$ cat config.mk
export PLATFORM = sky130hd
export DESIGN_NAME = alu_op_dispatcher
export DESIGN_NICKNAME = d
export VERILOG_FILES = /design/src/rtl/alu_op_dispatcher.sv
export SDC_FILE = /design/constraint.sdc
export NUM_CORES = 1
export LEC_CHECK = 0
export ABC_CLOCK_PERIOD_IN_PS = 1700
export BUFFER_PORTS_ARGS = -buffer_cell sky130_fd_sc_hd__buf_2
export CORE_ASPECT_RATIO = 0.9
export CORE_MARGIN = 1.5
export CORE_UTILIZATION = 39
export DETAILED_ROUTE_END_ITERATION = 10
export PLACE_DENSITY = 0.76
export SLEW_MARGIN = 40
export SYNTH_ARGS = -nofsm -noshare
export SYNTH_HDL_FRONTEND = slang
export SYNTH_SLANG_ARGS = --single-unit
$ cat constraint.sdc
create_clock -name CLK -period 1.7 [get_ports CLK]
set_clock_uncertainty 0.05 [all_clocks]
set_input_delay 0.085 -clock CLK [delete_from_list [all_inputs] [get_ports CLK]]
set_output_delay 0.085 -clock CLK [all_outputs]
set_load 0.005 [all_outputs]
$ cat src/rtl/alu_op_dispatcher.sv
// Initiator side of the ALU unit interface: accepts one request, enables one unit for a cycle,
// captures that unit's registered result and hands it back over a valid/ready response port.
module alu_op_dispatcher #(
    parameter int Operand_SIZE = 16,
    parameter int ALU_OUT      = 32
) (
    input  logic                    CLK,
    input  logic                    RST,
    input  logic                    REQ_VALID,
    output logic                    REQ_READY,
    input  logic [Operand_SIZE-1:0] REQ_A,
    input  logic [Operand_SIZE-1:0] REQ_B,
    input  logic [3:0]              REQ_FUN,
    output logic [Operand_SIZE-1:0] A,
    output logic [Operand_SIZE-1:0] B,
    output logic [1:0]              ALU_FUN,
    output logic                    ARITH_Enable,
    output logic                    LOGIC_Enable,
    output logic                    CMP_Enable,
    output logic                    SHIFT_Enable,
    input  logic [ALU_OUT-1:0]      ARITH_OUT,
    input  logic [ALU_OUT-1:0]      LOGIC_OUT,
    input  logic [ALU_OUT-1:0]      CMP_OUT,
    input  logic [ALU_OUT-1:0]      SHIFT_OUT,
    input  logic                    ARITH_Flag,
    input  logic                    LOGIC_Flag,
    input  logic                    CMP_Flag,
    input  logic                    SHIFT_Flag,
    output logic                    RES_VALID,
    input  logic                    RES_READY,
    output logic [ALU_OUT-1:0]      RES_OUT,
    output logic [1:0]              RES_UNIT,
    output logic                    RES_ERR,
    output logic [15:0]             OP_COUNT
);

    typedef enum logic [1:0] {
        S_IDLE    = 2'd0,
        S_ISSUE   = 2'd1,
        S_CAPTURE = 2'd2,
        S_RESP    = 2'd3
    } state_t;

    state_t state_reg, state_next;

    logic [Operand_SIZE-1:0] a_reg, b_reg;
    logic [1:0]              fun_reg, sel_reg, res_unit_reg;
    logic [3:0]              en_reg, en_next;
    logic [ALU_OUT-1:0]      res_out_reg;
    logic                    res_err_reg;
    logic [15:0]             op_count_reg;

    logic [ALU_OUT-1:0]      unit_out [4];
    logic [3:0]              unit_flag;
    logic                    accept, resp_done;

    assign unit_out[0] = ARITH_OUT;
    assign unit_out[1] = LOGIC_OUT;
    assign unit_out[2] = CMP_OUT;
    assign unit_out[3] = SHIFT_OUT;
    assign unit_flag   = {SHIFT_Flag, CMP_Flag, LOGIC_Flag, ARITH_Flag};

    assign accept    = (state_reg == S_IDLE) && REQ_VALID;
    assign resp_done = (state_reg == S_RESP) && RES_READY;

    // The enable register is loaded on accept, so it is high exactly for the ISSUE cycle.
    genvar gi;
    generate
        for (gi = 0; gi < 4; gi++) begin : g_en
            assign en_next[gi] = accept && (REQ_FUN[3:2] == 2'(gi));
        end
    endgenerate

    always_ff @(posedge CLK) begin
        if (RST) begin
            state_reg <= S_IDLE;
        end else begin
            state_reg <= state_next;
        end
    end

    always_comb begin
        state_next = state_reg;
        case (state_reg)
            S_IDLE:    if (accept) state_next = S_ISSUE;
            S_ISSUE:   state_next = S_CAPTURE;
            S_CAPTURE: state_next = S_RESP;
            S_RESP:    if (resp_done) state_next = S_IDLE;
            default:   state_next = S_IDLE;
        endcase
    end

    always_ff @(posedge CLK) begin
        if (RST) begin
            a_reg        <= '0;
            b_reg        <= '0;
            fun_reg      <= '0;
            sel_reg      <= '0;
            en_reg       <= '0;
            res_out_reg  <= '0;
            res_unit_reg <= '0;
            res_err_reg  <= 1'b0;
            op_count_reg <= '0;
        end else begin
            en_reg <= en_next;
            if (accept) begin
                a_reg   <= REQ_A;
                b_reg   <= REQ_B;
                fun_reg <= REQ_FUN[1:0];
                sel_reg <= REQ_FUN[3:2];
            end
            if (state_reg == S_ISSUE) begin
                res_err_reg <= ~unit_flag[sel_reg];
            end
            // Only the selected unit is sampled, so deselected units cannot disturb the result.
            if (state_reg == S_CAPTURE) begin
                res_out_reg  <= unit_out[sel_reg];
                res_unit_reg <= sel_reg;
            end
            if (resp_done && (op_count_reg != 16'hFFFF)) begin
                op_count_reg <= op_count_reg + 16'd1;
            end
        end
    end

    assign REQ_READY    = (state_reg == S_IDLE);
    assign RES_VALID    = (state_reg == S_RESP);
    assign A            = a_reg;
    assign B            = b_reg;
    assign ALU_FUN      = fun_reg;
    assign ARITH_Enable = en_reg[0];
    assign LOGIC_Enable = en_reg[1];
    assign CMP_Enable   = en_reg[2];
    assign SHIFT_Enable = en_reg[3];
    assign RES_OUT      = res_out_reg;
    assign RES_UNIT     = res_unit_reg;
    assign RES_ERR      = res_err_reg;
    assign OP_COUNT     = op_count_reg;

endmodule
==> key figures <==
Clock network
  • Depth of the CTS H-tree: 3
  • CTS root buffer: clkbuf_16
  • TritonCTS clock tree: yes
  • Clk slew on worst S/H paths: 0.06 ns
  • Total CTS buffers: 9
  • Clock tree buffer depth: 2
  • Clock latency at the later pin of the worst-skew pair: 0.34 ns
  • Num Clock Sinks: 93

Logic synthesis
  • Area leader, netlist: dfxtp_1
  • Seq/Total Area, Yosys: 42.9%
  • Avg Synthesized Cell Area: 10.1 um2
  • Synth warn: 0
  • FF+latch count, synth: 93
  • Syn_nets: 608
  • Synth cell types: 41
  • Area of the mapped netlist: 0.00434 mm2
  • Yosys top cell area share: 42.9%
  • Synth area leaders: dfxtp_1 (43%), mux4_2 (17%), mux2i_1 (8.3%)
  • Syn Inst Count: 430

Detailed routing
  • DRT Wirelength: 14400 um
  • Final ANT Viol Nets: 0
  • Total number of vias: 4533
  • Routed vias/inst: 5.17
  • Initial drt markers: 246
  • WL per Instance: 16.5 um
  • TritonRoute pass-1 iters: 5
  • # DRC: 0

Final layout
  • Share of cells above drive strength 1: 50.5%
  • Nets@finish: 918
  • Layout Utilization: 62.4%
  • Area growth, synth to finish: 55.5%
  • Multi-input gate area: 0.00237 mm2
  • Fill cells: 867
  • Antenna diodes: 0
  • Design area: 0.00674 mm2
  • Max FFs per register: 32
  • Sequential cell area: 0.00187 mm2
  • Non-Filler Instances: 876

STA
  • Fmax achieved: 0.570 GHz
  • Final hold vios: 0
  • Final period utilization: 103%
  • Slew Limit Headroom: 70.1%
  • Slew Limit Fails: 0
  • Fin worst setup slack: -0.0530 ns
  • TNS Setup: -0.160 ns
  • Final setup fails: 6
  • Least-Margin Pin Slew: 0.447 ns
  • RSZ-0062 raised after global routing: yes
  • Final critical-path required period: 1.75 ns
  • Hold Slack: 0.123 ns

Critical path
  • Max incr delay on CP: 0.57 ns
  • Kind of critical path: register to register
  • Worst path cell trace: nand4_1 > o41ai_4 > buf_4 > buf_4 > o21ai_1 > a21oi_1
  • CP max FO: 5
  • Element type at the critical path end: register
  • Crit path DAT: 1.97 ns
  • Most frequent CP cell: buf_4
  • Slowest cell on the critical path: o41ai_4
  • WP data required: 1.92 ns
  • Worst Path Buf+Inv: 2
  • Nature of the critical path startpoint: register
  • Delay-heaviest family, CP: compound AO/OA/AOI/OAI gates

Run
  • MaxCap Viol Count: 0

Global routing
  • GRT met2 Usage: 40.6%
  • Number of global-route vias before repair: 4275
  • Largest net degree at the start of global routing: 40
  • Initial antenna violation count: 0
  • Met1 Resource Use GR: 26.3%
  • Total grt overflow: 0
  • First-pass GRT wire length: 20600 um
  • Met3 Use GR: 6.11%
  • Total GRT Usage: 22.6%
  • Top Usage Layer GRT: met2

Pwr
  • Lkg Pwr: 3.04 nW
  • Overall Power: 7.32 mW
  • Peak supply drop: 0.802 mV
  • Power per Cell Area: 1090 mW/mm2

Run status
  • Failing checks: negative setup slack
  • Outcome: complete, but fails checks

Place
  • DP Cell Count: 821
  • Port Buf Inserts: 262
  • HPWL after DPL: 9740 um
  • Placement Setup Slack: -0.0844 ns
  • Placed instance area: 0.00593 mm2
  • GPL Wtd Cong: 0.828

Floorplan
  • Initial Utilization: 40.1%
  • Number of rows in the core area: 36
  • Core region area: 0.0108 mm2
  • Die W: 114 um
  • IO Pins: 263
  • Die area: 0.0118 mm2
  • Die height: 103 um

Worst hold path
  • Worst Hold Class: primary input to register
## final cells by class
| class | instances | area share [%] |
|---|---|---|
| well taps | 133 | 2.47 |
| flip-flops and latches | 93 | 27.8 |
| clock buffers | 10 | 3.40 |
| repair buffers | 331 | 29.7 |
| multi-input cells | 298 | 35.2 |
| inverters | 7 | 0.390 |
| clock inverters | 4 | 1.11 |
## cell families (layout without fill, tap and decap cells)
kind of cell	after synthesis	in the layout	synth area share, %
xor+xnor	1	1	0.202
buf+inv	39	352	4.27
flops	93	93	42.9
fa+ha+maj	6	6	1.73
compound gates	66	66	8.54
mux	70	70	25.8
simple gates	155	155	16.6
## where the power goes
group	total (mW)	leakage [nW]	switching, mW	internal, mW
Clock	2.10	0.141	0.823	1.27
Combinational	2.52	2.13	1.22	1.31
Sequential	2.70	0.761	0.185	2.52
## timing repair
action | CTS | global route
setup buffers | 1 | 1
gates resized for setup | 14 | 13
hold buffers | 36 | 0
setup endpoints to repair | 13 | 12
endpoints found under the hold margin | 40 | 0
pin swaps | 3 | 2
cloned | 0 | 3
## worst paths after layout
path	cells after the start	end	slack [ns]	startpoint
setup / recovery	6	OP_COUNT[7]	-0.05	OP_COUNT[13]
hold / removal	2	OP_COUNT[0]	0.12	RST
setup reg to reg	6	OP_COUNT[7]	-0.05	OP_COUNT[13]
hold reg to reg	2	B[4]	0.40	B[4]
## routing by layer
layer | wire length, um | vias to the layer above
li1 | - | 2152
met1 | 5800 | 2182
met2 | 7560 | 178
met3 | 870 | 21
met4 | 210 | 0
met5 | 0 | -
## Yosys cell counts
cell	n
nor4b_1	2
o41ai_1	2
o21ai_0	2
nor3_1	1
a211oi_1	2
nand3_2	2
buf_1	3
o21ai_1	6
and4_1	4
nand4_1	4
a21oi_1	47
buf_6	2
nor2_1	40
o311ai_0	1
or4_1	4
o22ai_1	1
buf_12	1
and2b_1	1
nor4_1	1
and3_1	1
clkbuf_1	20
or3_2	6
a21oi_2	1
mux2i_1	36
o31ai_1	3
and2_1	1
nand2_1	78
and2_2	1
nand3_1	4
nand2b_1	2
dfxtp_1	93
o41ai_2	1
buf_2	6
inv_1	7
nand4_2	1
mux4_2	33
mux2_4	1
nor4_2	1
ha_1	6
xor2_1	1
or3_1	1
## placed cells by master, fill, tap and decap left out, types with 3 or more instances in the layout
cell           netlist  layout
dfxtp_2              0       7
nand4_1              4       4
and4_1               4       3
inv_1                7       7
mux2i_1             36      36
or3_2                6       6
buf_12               1       5
a21oi_2              1       4
nand2_1             78      78
dfxtp_1             93      85
nor2_1              40      40
mux4_2              33      33
clkbuf_16            0      10
o21ai_1              6       6
a21oi_1             47      44
buf_2                6     263
dlygate4sd3_1        0      36
o31ai_1              3       3
nand3_1              4       4
buf_4                0      25
No activity file was read; power rests on OpenSTA's default activity.
